[src/rtl/apb_i2c_completer.sv]
// apb_i2c_completer
// APB completer that serves a byte-wide register map to an I2C controller core.
// It decodes its slave-select code, inserts WAIT_CYCLES wait states before the
// one-cycle ready pulse, and buffers transmit and receive bytes in two FIFOs.
//
// Ports:
//   clk, reset           rising-edge clock, synchronous active-high reset
//   sel, enable, write   APB control (sel == SLAVE_ID addresses this block)
//   addr, wdata          APB register address and write data
//   rdata, ready         registered read data and one-cycle completion pulse
//   i2c_en, i2c_go       CTRL.EN level and one-cycle start pulse
//   i2c_addr             target I2C address (SLVADDR[6:0])
//   i2c_busy             controller busy, reported in STATUS
//   tx_data, tx_valid    TX FIFO head and not-empty flag
//   tx_pop               controller consumes the TX head
//   rx_data, rx_push     received byte and its strobe

module apb_i2c_completer #(
    parameter logic [1:0] SLAVE_ID    = 2'b01,
    parameter int         WAIT_CYCLES = 1,
    parameter int         FIFO_DEPTH  = 4
) (
    input  logic       clk,
    input  logic       reset,
    input  logic [1:0] sel,
    input  logic       enable,
    input  logic       write,
    input  logic [7:0] addr,
    input  logic [7:0] wdata,
    output logic [7:0] rdata,
    output logic       ready,
    output logic       i2c_en,
    output logic       i2c_go,
    output logic [6:0] i2c_addr,
    input  logic       i2c_busy,
    output logic [7:0] tx_data,
    output logic       tx_valid,
    input  logic       tx_pop,
    input  logic [7:0] rx_data,
    input  logic       rx_push
);
    localparam int            PW      = $clog2(FIFO_DEPTH);
    localparam int            CW      = PW + 1;
    localparam logic [2:0]    LP_WAIT = 3'(WAIT_CYCLES);
    localparam logic [CW-1:0] LP_FULL = CW'(FIFO_DEPTH);
    localparam logic [PW-1:0] LP_P1   = PW'(1);
    localparam logic [CW-1:0] LP_C1   = CW'(1);

    localparam logic [7:0] A_CTRL    = 8'h00;
    localparam logic [7:0] A_STATUS  = 8'h01;
    localparam logic [7:0] A_TXDATA  = 8'h02;
    localparam logic [7:0] A_RXDATA  = 8'h03;
    localparam logic [7:0] A_SLVADDR = 8'h04;

    typedef enum logic [1:0] {S_IDLE, S_SETUP, S_ACCESS, S_DONE} state_t;

    state_t        r_state;
    logic [2:0]    r_cnt;
    logic          r_ready, r_en, r_go, r_err, r_ovf;
    logic [7:0]    r_rdata;
    logic [6:0]    r_slv;

    logic [7:0]    r_tx_mem [FIFO_DEPTH];
    logic [PW-1:0] r_tx_rd, r_tx_wr;
    logic [CW-1:0] r_tx_cnt;
    logic [7:0]    r_rx_mem [FIFO_DEPTH];
    logic [PW-1:0] r_rx_rd, r_rx_wr;
    logic [CW-1:0] r_rx_cnt;

    logic w_sel_me, w_complete, w_wr, w_rd;
    logic w_tx_full, w_tx_empty, w_rx_full, w_rx_empty;
    logic w_tx_push, w_tx_pop, w_rx_push, w_rx_pop;
    logic w_err_set, w_ovf_set, w_err_clr, w_ovf_clr;
    logic [7:0] w_status, w_rd_val;

    assign w_sel_me   = (sel == SLAVE_ID);
    assign w_complete = (r_state == S_ACCESS) && w_sel_me && (r_cnt == LP_WAIT);
    assign w_wr       = w_complete && write;
    assign w_rd       = w_complete && !write;

    assign w_tx_full  = (r_tx_cnt == LP_FULL);
    assign w_tx_empty = (r_tx_cnt == '0);
    assign w_rx_full  = (r_rx_cnt == LP_FULL);
    assign w_rx_empty = (r_rx_cnt == '0);

    // A push into a full FIFO only succeeds when the same edge frees a slot.
    assign w_tx_pop   = tx_pop && !w_tx_empty;
    assign w_tx_push  = w_wr && (addr == A_TXDATA) && (!w_tx_full || w_tx_pop);
    assign w_rx_pop   = w_rd && (addr == A_RXDATA) && !w_rx_empty;
    assign w_rx_push  = rx_push && (!w_rx_full || w_rx_pop);

    assign w_err_set  = (w_complete && (addr > A_SLVADDR))
                      || (w_wr && (addr == A_TXDATA) && !w_tx_push)
                      || (w_rd && (addr == A_RXDATA) && w_rx_empty);
    assign w_ovf_set  = rx_push && !w_rx_push;
    assign w_err_clr  = w_wr && (addr == A_STATUS) && wdata[5];
    assign w_ovf_clr  = w_wr && (addr == A_STATUS) && wdata[6];

    assign w_status = {1'b0, r_ovf, r_err, i2c_busy,
                       w_rx_empty, w_rx_full, w_tx_empty, w_tx_full};

    always_comb begin
        w_rd_val = 8'h00;
        case (addr)
            A_CTRL:    w_rd_val = {7'b0, r_en};
            A_STATUS:  w_rd_val = w_status;
            A_RXDATA:  w_rd_val = w_rx_empty ? 8'h00 : r_rx_mem[r_rx_rd];
            A_SLVADDR: w_rd_val = {1'b0, r_slv};
            default:   w_rd_val = 8'h00;
        endcase
    end

    // Transfer FSM and register file; sticky flags let a same-edge set win over W1C.
    always_ff @(posedge clk) begin
        if (reset) begin
            r_state <= S_IDLE;
            r_cnt   <= 3'd0;
            r_ready <= 1'b0;
            r_rdata <= 8'h00;
            r_en    <= 1'b0;
            r_go    <= 1'b0;
            r_slv   <= 7'd0;
            r_err   <= 1'b0;
            r_ovf   <= 1'b0;
        end else begin
            r_ready <= 1'b0;
            r_go    <= 1'b0;
            case (r_state)
                S_IDLE: begin
                    if (w_sel_me && !enable) r_state <= S_SETUP;
                end
                S_SETUP: begin
                    if (!w_sel_me) begin
                        r_state <= S_IDLE;
                    end else if (enable) begin
                        r_state <= S_ACCESS;
                        r_cnt   <= 3'd0;
                    end
                end
                S_ACCESS: begin
                    if (!w_sel_me) begin
                        r_state <= S_IDLE;
                    end else if (r_cnt == LP_WAIT) begin
                        r_state <= S_DONE;
                        r_ready <= 1'b1;
                        if (!write) r_rdata <= w_rd_val;
                    end else begin
                        r_cnt <= r_cnt + 3'd1;
                    end
                end
                S_DONE: begin
                    // Holding enable here blocks a second completion of the same transfer.
                    if (!enable) r_state <= w_sel_me ? S_SETUP : S_IDLE;
                end
                default: r_state <= S_IDLE;
            endcase

            if (w_wr && (addr == A_CTRL)) begin
                r_en <= wdata[0];
                r_go <= wdata[1];
            end
            if (w_wr && (addr == A_SLVADDR)) r_slv <= wdata[6:0];
            r_err <= w_err_set || (r_err && !w_err_clr);
            r_ovf <= w_ovf_set || (r_ovf && !w_ovf_clr);
        end
    end

    // FIFO pointers and occupancy counts.
    always_ff @(posedge clk) begin
        if (reset) begin
            r_tx_rd  <= '0;
            r_tx_wr  <= '0;
            r_tx_cnt <= '0;
            r_rx_rd  <= '0;
            r_rx_wr  <= '0;
            r_rx_cnt <= '0;
        end else begin
            if (w_tx_push) r_tx_wr <= r_tx_wr + LP_P1;
            if (w_tx_pop)  r_tx_rd <= r_tx_rd + LP_P1;
            case ({w_tx_push, w_tx_pop})
                2'b10:   r_tx_cnt <= r_tx_cnt + LP_C1;
                2'b01:   r_tx_cnt <= r_tx_cnt - LP_C1;
                default: r_tx_cnt <= r_tx_cnt;
            endcase
            if (w_rx_push) r_rx_wr <= r_rx_wr + LP_P1;
            if (w_rx_pop)  r_rx_rd <= r_rx_rd + LP_P1;
            case ({w_rx_push, w_rx_pop})
                2'b10:   r_rx_cnt <= r_rx_cnt + LP_C1;
                2'b01:   r_rx_cnt <= r_rx_cnt - LP_C1;
                default: r_rx_cnt <= r_rx_cnt;
            endcase
        end
    end

    // FIFO storage needs no reset: occupancy alone decides what is visible.
    always_ff @(posedge clk) begin
        if (w_tx_push) r_tx_mem[r_tx_wr] <= wdata;
        if (w_rx_push) r_rx_mem[r_rx_wr] <= rx_data;
    end

    assign rdata    = r_rdata;
    assign ready    = r_ready;
    assign i2c_en   = r_en;
    assign i2c_go   = r_go;
    assign i2c_addr = r_slv;
    assign tx_valid = !w_tx_empty;
    assign tx_data  = w_tx_empty ? 8'h00 : r_tx_mem[r_tx_rd];

endmodule

[config.mk]
export PLATFORM = sky130hd
export DESIGN_NAME = apb_i2c_completer
export DESIGN_NICKNAME = d
export VERILOG_FILES = /design/src/rtl/apb_i2c_completer.sv
export SDC_FILE = /design/constraint.sdc
export NUM_CORES = 1
export LEC_CHECK = 0
export ABC_AREA = 1
export CAP_MARGIN = 10
export CORE_AREA = 2 2 93 95
export CTS_CLUSTER_SIZE = 12
export DETAILED_ROUTE_END_ITERATION = 7
export DIE_AREA = 0 0 95 97
export PLACE_DENSITY_LB_ADDON = 0.2
export REMOVE_ABC_BUFFERS = 1
export SKIP_CTS_REPAIR_TIMING = 1
export SLEW_MARGIN = 0
export SYNTH_ARGS = -nofsm -noshare
export SYNTH_HDL_FRONTEND = slang
export SYNTH_SLANG_ARGS = --single-unit
[constraint.sdc]
create_clock -name clk -period 4.1 [get_ports clk]
set_input_delay 1.23 -clock clk [delete_from_list [all_inputs] [get_ports clk]]
set_output_delay 1.23 -clock clk [all_outputs]
set_load 0.01 [all_outputs]
==> flow_results.org, run 1 <==
** Clock network
- Worst skew pair latency :: 0.37 ns
- Reg clk slew, reported paths :: 0.10 ns
- CTS placed an instance of sky130_fd_sc_hd__clkbuf_8 at the clock tree root.
- TritonCTS built the clock tree.
- Counting along the longest clock path gives a buffer depth of 2.
- The tree built by TritonCTS fans out to 107 sinks.
- The H-tree was split into 3 levels.
- Clock tree synthesis inserted a total of 9 buffers.

** Setup path
- On the worst path, the slowest cell contributes a delay of 0.72 ns.
- Setup Crit Path Kind :: reg -> out
- On the critical path, the stage with the largest delay is an instance of sky130_fd_sc_hd__dfxtp_1.
- Data arrives at the worst endpoint at 2.34 ns.
- The worst setup path is captured at a primary output.
- Measured in cells, the most critical reg-to-reg path has a length of 14.
- Maximum fanout along the worst path :: 17
- Cells along the critical path :: inv_1 > o21ai_0 > a21oi_1 > clkdlybuf4s50_1
- Type of origin of the critical path :: register
- Worst path required time :: 2.87 ns

** Yosys
- Fraction of synthesis flops using an asynchronous set or reset pin :: 0
- Gate count after technology mapping :: 509
- Of all cell types, the one taking the most synthesized area is sky130_fd_sc_hd__edfxtp_1.
- Fraction of post-synthesis cell area in the top cell type by area :: 0.3983
- Synth Area in Simple Gates :: 0.2215
- Mean instance size in the synthesized netlist :: 9.479 µm²
- The compound-cell area share of the yosys netlist is 0.1055.
- Sequential area share after synthesis :: 0.5768
- Adder-cell area share of the yosys netlist :: 0.03683
- FF+latch count, synth :: 107
- Most frequent cells after synthesis :: sky130_fd_sc_hd__nor2_1 (106), sky130_fd_sc_hd__edfxtp_1 (64), sky130_fd_sc_hd__nand2_1 (53)
- Of the total synthesized cell area, the portion taken by XOR and XNOR cells is 0.
- Synthesis instantiated 33 different standard cells from the library.
- Prevailing post-synth register cell :: sky130_fd_sc_hd__edfxtp_1
- Post-synth EDFFs :: 64
- In the post-synthesis netlist, the biggest area contributors are sky130_fd_sc_hd__edfxtp_1 (40%), sky130_fd_sc_hd__dfxtp_1 (18%), sky130_fd_sc_hd__nor2_1 (8.2%), sky130_fd_sc_hd__o21ai_0 (5.2%), sky130_fd_sc_hd__nand2_1 (4.1%).
- Main combinational cell family by area after synthesis :: simple AND/OR/NAND/NOR gates
- Share of cell area taken by muxes after synthesis :: 0
- The most common cell in the synthesized netlist is sky130_fd_sc_hd__nor2_1.
- Yosys Warn Count :: 0
- Syn Std Cell Area :: 4825 µm²

** STA
- Clock skew on the completed layout was measured at 0.01511 ns.
- In this run the tightest slew margin relative to its limit is 0.4616.
- The number of pins exceeding their max-slew limit in the final report came to 0.
- Pin slew with the least headroom to its limit :: 0.8067 ns
- The final hold violation count is 0.
- Setup violations, final :: 0
- Achievable frequency :: 0.2803 GHz
- Post-layout worst setup margin :: 0.5322 ns
- Final cycle utilization of the critical path :: 0.8702
- In the final timing run, aggregate negative setup slack is 0 ns.
- Unrepaired setup endpoints after global routing :: false
- The routed design could run at a clock period as short as 3.568 ns.
- Post-Route Hold Slack :: 0.4731 ns

** Global route
- The first global-routing pass estimated 16,110 µm of wire.
- The via count of the first global-routing pass is 3,619.
- Largest net degree at the start of global routing :: 27
- Gr usage total :: 0.2246
- Antenna violations before repair :: 0
- The total overflow left after global routing is 0.

** Place
- Placement Setup Slack :: 0.5018 ns
- Final estimated routing congestion in global placement :: 0.8564
- Port buffering added 59 buffers.
- Instance count after placement with tap cells included :: 667
- Once placement finished, the instance area stood at 5538 µm².
- Summed over all nets, the half-perimeter wirelength after detailed placement is 7342 µm.

** Die
- The initial utilization of the core area, before any placement, comes to 0.5931.
- Pin placement for this block handled 60 I/O pins.
- Placeable core area :: 8134 µm²
- In this run the vertical extent of the chip is 97 µm.
- The die covers 9215 µm².
- Horizontal extent of the die :: 95 µm
- The initialized floorplan defines 33 standard-cell rows.

** Layout
- Area of the multi-input gates :: 1755 µm²
- At the end of the flow, the number of nets in the layout was 619.
- Share of the core filled with cells in the final layout :: 0.7025
- In the final layout, the share of cells above drive strength 1 is 0.1073.
- The repair_antennas step left the layout with diodes totalling 0.
- Final Instance Area :: 5714 µm²
- From synthesis to final layout, the design area changed by 18.44%.
- Fill cell total of the finished layout :: 650
- Final cell count without fillers :: 683
- Registers take 2783 µm².

** Outcome
- Outcome :: finished clean

** Detailed routing
- Once detail routing completed, the nets flagged for antenna violations numbered 0.
- Wires add up to 9565 µm.
- Via count of the routed design :: 3,572
- Total DRC errors in the routed layout :: 0
- For this run, the detailed router's first-pass iteration total came to 5.
- Dividing the detail-routed wire length by the instance count gives 14.00 µm.
- Number of vias per cell :: 5.230
- In this run, the number of DRC markers left after iteration 0 of detailed routing was 160.

** Flow run
- Max-cap violations in this run came to 0.

** Worst hold path
- The min-delay analysis places its worst path in the category reg -> reg.
- The worst hold path was traced through 2 stages.

** Power and ir drop
- Worst VDD drop :: 0.0002111 V
- In this run the static leakage power is 2.174 nW.
- In this run the power density over the cells is 350.8 nW/µm².
- Overall power consumption after layout is estimated at 2.004 mW.
## cell type report
type	instances	area share
clock buffer	10	0.02233
clock inverter	6	0.008540
inverter	59	0.03941
multi-input combinational	330	0.3072
sequential	107	0.4870
tap	105	0.02299
timing repair buffer	66	0.1125
## state kept, by name, indices dropped and copies added (netlist names), 2 cells and up, named ones only
| name | cells |
|---|---|
| i2c_addr | 7 |
| r_cnt | 3 |
| r_rx_cnt | 3 |
| r_rx_mem | 32 |
| r_rx_rd | 2 |
| r_rx_wr | 2 |
| r_state | 2 |
| r_tx_cnt | 3 |
| r_tx_mem | 32 |
| r_tx_rd | 2 |
| r_tx_wr | 2 |
| rdata | 8 |
## layout by cell type, fill, tap and decap left out, drive strengths merged
master / Yosys / layout
nor3b: 1 / 1
fa: 2 / 2
o21ai: 62 / 62
clkinv: 1 / 3
nand4: 3 / 3
nor3: 6 / 6
o211ai: 3 / 3
clkdlybuf4s50: 0 / 59
clkbuf: 7 / 10
clkinvlp: 0 / 1
inv: 58 / 61
nand2: 63 / 63
o211a: 2 / 2
a21oi: 28 / 28
o22ai: 2 / 2
dfxtp: 43 / 43
ha: 11 / 11
buf: 6 / 7
nor2: 119 / 119
edfxtp: 64 / 64
nand3: 28 / 28
## where the power goes
group	internal, mW	total [mW]	leakage (nW)	switching [mW]
clock	0.229	0.582	0.0868	0.353
sequential	1.16	1.19	0.929	0.0224
combinational	0.104	0.236	1.16	0.132
total	1.50	2.00	2.17	0.507
## worst paths after layout
kind	startpoint	slack [ns]	to
worst min-delay path	r_tx_rd[1]	0.47	r_tx_rd[1]
worst min register to register	r_tx_rd[1]	0.47	r_tx_rd[1]
worst max-delay path	register	0.53	tx_data[5]
worst max register to register	r_cnt[0]	1.73	r_rx_cnt[2]
## metal layers
layer  track usage  routed length (µm)
met5             0                   0
met4       0.09476                 186
met3       0.03193                 436
met2        0.4097                5027
met1        0.2573                3915
## cell families (layout without fill, tap and decap cells)
family	Yosys count	after routing
AO/OA/AOI/OAI	97	97
adder cells (fa/ha/maj)	13	13
buffers and inverters	72	141
flip-flops	107	107
AND/OR/NAND/NOR	220	220
## worst max-delay path, delay by kind of cell, from the launching register on
family	cells	cell delay, ns
AO/OA/AOI/OAI	2	0.37
buffers and inverters	2	0.87
flip-flops	1	0.72
No activity file was read; power rests on OpenSTA's default activity.
==> inputs of run 2 (changes only) <==
CORE_AREA = 2 2 111 81   (was 2 2 93 95)
DIE_AREA = 0 0 113 83   (was 0 0 95 97)
==> flow_results.org, run 2 (synthesized netlist as in run 1, its figures left out) <==
** Setup path
- Cells along the critical path :: inv_1 > o21ai_0 > a21oi_1 > clkdlybuf4s50_1
- Largest stage delay on the critical path :: 0.72 ns
- Worst-path cell with the longest stage delay :: sky130_fd_sc_hd__dfxtp_1
- Crit end category :: primary output
- Setup slack on the worst reg-to-reg path comes out at 1.76 ns.
- Worst path required time :: 2.87 ns
- The worst setup path is launched from a register.
- Setup Crit Path Kind :: reg -> out
- In this run the worst path has a maximum fanout of 17.
- Arrival time at the worst endpoint :: 2.32 ns

** Layout
- Most common cell after layout, fill and taps aside :: sky130_fd_sc_hd__nor2_1
- The net count of the finished layout is 622.
- The library cells used most frequently in the layout, excluding fill and tap cells, are sky130_fd_sc_hd__nor2_1 (106), sky130_fd_sc_hd__edfxtp_1 (64), sky130_fd_sc_hd__clkdlybuf4s50_1 (59).
- Share of layout cells above drive strength 1 :: 0.1136
- Final cell count without fillers :: 686
- The layout has 628 filler cells.
- The repair_antennas step left the layout with diodes totalling 0.
- From synthesis to final layout, the design area changed by 21.11%.

** Detailed routing
- Via count of the routed design :: 3,696
- Detailed-routing iteration count for the pre-antenna-repair pass :: 6
- Using the TritonRoute via totals, the vias-per-cell ratio works out to 5.388.
- After detailed routing, the number of remaining DRC violations is 7.
- In this run the remaining antenna-violating nets after routing total 0.
- In this run, the number of DRC markers left after iteration 0 of detailed routing was 262.
- Routed wire length per instance :: 14.91 µm
- Wires add up to 10,230 µm.

** Clock network
- Buffers from clock root to sink, at most :: 2
- Number of levels in the clock H-tree :: 3
- After clock tree synthesis, the clock-pin slew on the worst setup and hold paths is 0.07 ns.
- Clock tree synthesis found a total of 107 sinks.
- Clock latency on the worst-skew pair, taken at its later pin, is 0.35 ns.
- TritonCTS Buffers :: 9
- Clock root buffer :: sky130_fd_sc_hd__clkbuf_16
- TritonCTS built the clock tree.

** Die
- Horizontal extent of the die :: 113 µm
- The die covers 9379 µm².
- For this design the top-level I/O count stands at 60.
- Placeable core area :: 8268 µm²
- Cell row count :: 28
- Measured along the y axis, the die boundary spans 83 µm.
- The initial utilization of the core area, before any placement, comes to 0.5835.

** Global route
- Number of global-route vias before repair :: 3,468
- Largest net degree at the start of global routing :: 27
- The number of antenna violations at the first check in global routing was 0.
- Gr usage total :: 0.2242
- Leftover overflow at the end of global routing :: 0
- Global-route wire length before repair :: 16,550 µm

** STA
- Setup violations remaining at the end of the flow were counted as 0.
- Based on the critical path, the design can be clocked at up to 0.2819 GHz.
- Clock period minus final worst setup slack :: 3.548 ns
- Sum of negative setup slack :: 0 ns
- Worst clock skew on the final layout :: 0.008229 ns
- Number of slew-limit violations in the final report :: 0
- For the pin with the worst max-slew slack, the measured transition is 0.7674 ns.
- The worst pin sits at a relative slew slack of 0.4878.
- Final cycle utilization of the critical path :: 0.8653
- Number of hold-slack violations in the final timing report :: 0
- Unrepaired setup endpoints after global routing :: false

** Power and ir drop
- Areal power density over the cells :: 385.6 nW/µm²
- For this design the static power due to leakage is 2.245 nW.
- The worst-case IR drop observed on VDD is 0.0002518 V.

** Worst hold path
- Kind of path behind the tightest hold check :: reg -> reg

** Place
- In this run, placement finished with an instance count of 670.
- At the end of routability-driven placement, the weighted congestion stood at 0.8638.
- Post-DP HPWL :: 7396 µm
- Port Buf Inserts :: 59

** Flow run
- Total of max-cap violations :: 0

** Outcome
- The run finished, with violations left.
- Violated checks :: DRC
==> run 2: cell count changes in the layout (fill, tap and decap cells not counted), sizes merged <==
cell,change
inv,+1
clkinvlp,-1
clkinv,+1
buf,+3
clkbuf,-1
==> run 2: final cells by class <==
class	instances	area (µm²)	area share
flip-flops and latches	107	2783	0.4762
multi-input cells	330	1755	0.3004
repair buffers	69	665.6	0.1139
clock buffers	9	225.2	0.03854
inverters	59	225.2	0.03854
well taps	105	131.4	0.02248
clock inverters	7	57.56	0.009850
==> run 2: final timing paths <==
kind                  from          end  cells after the start
setup / recovery  register   tx_data[6]                      4
hold / removal    rdata[1]     rdata[1]                      2
setup reg to reg  r_cnt[0]  r_rx_cnt[2]                     13
hold reg to reg   rdata[1]     rdata[1]                      2
==> run 2: per-stage QoR <==
stage            util  hold WS (ns)  total power, mW  setup WS, ns  instance area, µm²
2_1_floorplan       -        0.4331            1.323         1.153                4763
3_3_place_gp   0.6725        0.4496            1.442        0.5900                5560
3_5_place_dp   0.6725        0.4652            1.453        0.5302                5560
4_1_cts        0.7067        0.4735            2.266        0.5648                5843
5_1_grt        0.7067        0.4870            2.347        0.3479                5843
6_report       0.7067        0.4673            2.253        0.5524                5843
==> run 2: worst max-delay path: cells and delay by family, from the launching register on <==
| kind | cells | cell delay (ns) |
|---|---|---|
| compound gates | 2 | 0.36 |
| flops | 1 | 0.72 |
| buf+inv | 2 | 0.89 |
==> run 2: power by group <==
part | total (mW) | leakage, nW | internal [mW] | switching, mW
registers | 1.19 | 0.929 | 1.16 | 0.0233
logic | 0.244 | 1.17 | 0.106 | 0.138
clock network | 0.821 | 0.142 | 0.423 | 0.398
total | 2.25 | 2.24 | 1.69 | 0.559
==> run 2: metal layers <==
| layer | vias to the layer above | share of wire | GRT usage |
|---|---|---|---|
| li1 | 1822 | - | - |
| met1 | 1755 | 0.48 | 0.3203 |
| met2 | 111 | 0.46 | 0.3462 |
| met3 | 8 | 0.060 | 0.05547 |
| met4 | 0 | 0.0070 | 0.05654 |
| met5 | - | 0 | 0 |
==> inputs of run 3 (changes only) <==
ABC_CLOCK_PERIOD_IN_PS = 4100   (was unset)
RECOVER_POWER = 100   (was unset)
==> flow_results.org, run 3 (synthesized netlist as in run 1, its figures left out) <==
** Detailed routing
- After detailed routing, the number of vias per cell comes to 5.359.
- Met3 layer wire length in the routed design :: 773 µm
- Summed over all layers, the routed wires come to 10,250 µm.
- In the final routed layout, each cell accounts on average for 14.94 µm.
- Detailed route wirelength on metal2 :: 4751 µm
- Initial DRC Count :: 280
- In this run the top signal layer used is met4.
- Number of nets still failing antenna checks after routing :: 0
- Via count of the routed design :: 3,676
- For this run, the detailed router's first-pass iteration total came to 7.
- The detailed router put a total of 4667 µm of wire on met1.
- Total DRC errors in the routed layout :: 7

** Clock network
- Clock tree synthesis selected as its root buffer the cell sky130_fd_sc_hd__clkbuf_16.
- Worst skew pair latency :: 0.34 ns
- Reg clk slew, reported paths :: 0.07 ns
- The number of clock buffers added by TritonCTS is 9.
- The clock passes through at most 2 buffers.
- TritonCTS built the clock tree.
- Number of levels in the clock H-tree :: 3
- CTS sink cnt :: 107

** Die
- I/O pin cnt :: 60
- The die is 83 µm tall.
- Horizontal extent of the die :: 113 µm
- Effective utilization at floorplan :: 0.5835
- Placeable core area :: 8268 µm²
- The initialized floorplan defines 28 standard-cell rows.
- The die covers 9379 µm².

** Setup path
- Buffer and inverter count on the worst path :: 2
- Crit end category :: primary output
- Number of gates on the worst path with buffers counted :: 4
- For this run, the slowest stage of the critical path takes 0.72 ns.
- In this design, the largest share of critical-path delay is due to buffers and inverters.
- Worst path required time :: 2.87 ns
- Type of origin of the critical path :: register
- The critical path in this run is classified as reg -> out.
- Worst-path cell with the longest stage delay :: sky130_fd_sc_hd__dfxtp_1
- Cells along the critical path :: inv_1 > o21ai_0 > a21oi_1 > dlygate4sd3_1
- Maximum fanout along the worst path :: 17
- Measured in cells, the most critical reg-to-reg path has a length of 13.
- For the worst setup path, the data arrival time is 2.45 ns.

** STA
- The final hold violation count was 0.
- Setup violations, final :: 0
- Pin slew with the least headroom to its limit :: 0.7419 ns
- Worst clock skew on the final layout :: 0.007856 ns
- Achievable frequency :: 0.2717 GHz
- Dividing the final minimum period by the clock period gives 0.8979.
- Sum of negative setup slack :: 0 ns
- Setup repair after global routing left no endpoint under its margin.
- Relative max-transition margin :: 0.5048
- Subtracting the final worst setup slack from the clock period gives 3.681 ns.
- The number of pins exceeding their max-slew limit in the final report was 0.

** Power and ir drop
- Worst VDD drop :: 0.0002514 V
- Dividing total power by cell area gives a power density of 388.0 nW/µm².
- Static leakage power :: 2.293 nW

** Layout
- The library cells used most frequently in the layout, excluding fill and tap cells, are sky130_fd_sc_hd__nor2_1 (110), sky130_fd_sc_hd__edfxtp_1 (64), sky130_fd_sc_hd__o21ai_0 (56).
- After filler insertion, the fill cell instance count of the layout stands at 649.
- At the end of the flow, the number of nets in the layout was 622.
- Leaving out fill and tap cells, the most frequent cell in the layout is sky130_fd_sc_hd__nor2_1.
- The number of antenna diodes in the final layout is 0.
- Leaving out filler cells and counting taps, the final layout contains 686.
- In the final layout, the share of cells above drive strength 1 is 0.08090.
- Area overhead of the layout relative to synthesis :: 19.22%

** Place
- At the end of routability-driven placement, the weighted congestion stood at 0.8638.
- The count of buffers added on input and output ports is 59.
- Counting tap cells, the placed design contains a total of 670 instances.
- Detailed placement finished with a half-perimeter wire length of 7396 µm.

** Worst hold path
- The worst hold path belongs to the class reg -> reg.
- The worst hold path passes through 2 cells.

** Global route
- In the global route stage, overall resource usage came out at 0.2242.
- Entering global routing, the biggest net connects 27 pins.
- The first global-routing pass estimated 16,550 µm of wire.
- Number of global-route vias before repair :: 3,468
- Antenna violations before repair :: 0
- Leftover overflow at the end of global routing :: 0

** Flow run
- Max-cap violations in this run came to 0.

** Outcome
- The run finished, with violations left.
- The final reports fail on DRC.
==> run 3: power by group <==
part           leakage, nW  switching [mW]  total [mW]  internal, mW
Combinational         1.22           0.135       0.226        0.0912
Clock                0.142           0.395       0.818         0.423
Sequential           0.929          0.0232        1.19          1.16
==> run 3: final timing paths <==
path	start	end	slack [ns]
setup / recovery	register	tx_data[2]	0.42
hold / removal	rdata[1]	rdata[1]	0.46
setup reg to reg	r_cnt[0]	r_rx_cnt[2]	1.30
hold reg to reg	rdata[1]	rdata[1]	0.46
==> run 3: layer usage <==
metal,up-vias,track usage
met1,1723,0.3203
met5,-,0
li1,1820,-
met4,0,0.05654
met2,127,0.3462
met3,6,0.05547
==> run 3: final cells by class <==
| type | count | area, µm² | share of cell area |
|---|---|---|---|
| Clock buffer | 9 | 225.2 | 0.03916 |
| Clock inverter | 7 | 57.56 | 0.01001 |
| Inverter | 59 | 225.2 | 0.03916 |
| Multi-Input combinational cell | 330 | 1698 | 0.2952 |
| Sequential cell | 107 | 2783 | 0.4838 |
| Tap cell | 105 | 131.4 | 0.02284 |
| Timing Repair Buffer | 69 | 631.9 | 0.1099 |
==> run 3: per-stage QoR <==
stage	instance area (µm²)	setup slack, ns	utilization	hold slack [ns]	total power, mW
after floorplan	4763	1.153	-	0.4331	1.323
after global placement	5560	0.5900	0.6725	0.4496	1.442
after detailed placement	5560	0.5302	0.6725	0.4652	1.453
after CTS	5843	0.5648	0.7067	0.4735	2.266
after global routing	5752	0.2007	0.6957	0.4841	2.328
final	5752	0.4188	0.6957	0.4637	2.232
==> run 3: tightest hold or removal path, delay by kind of cell (launching register included) <==
family | cells | cell delay [ns]
DFF | 1 | 0.31
and+or+nand+nor | 1 | 0.06
AOI/OAI and AO/OA | 1 | 0.06
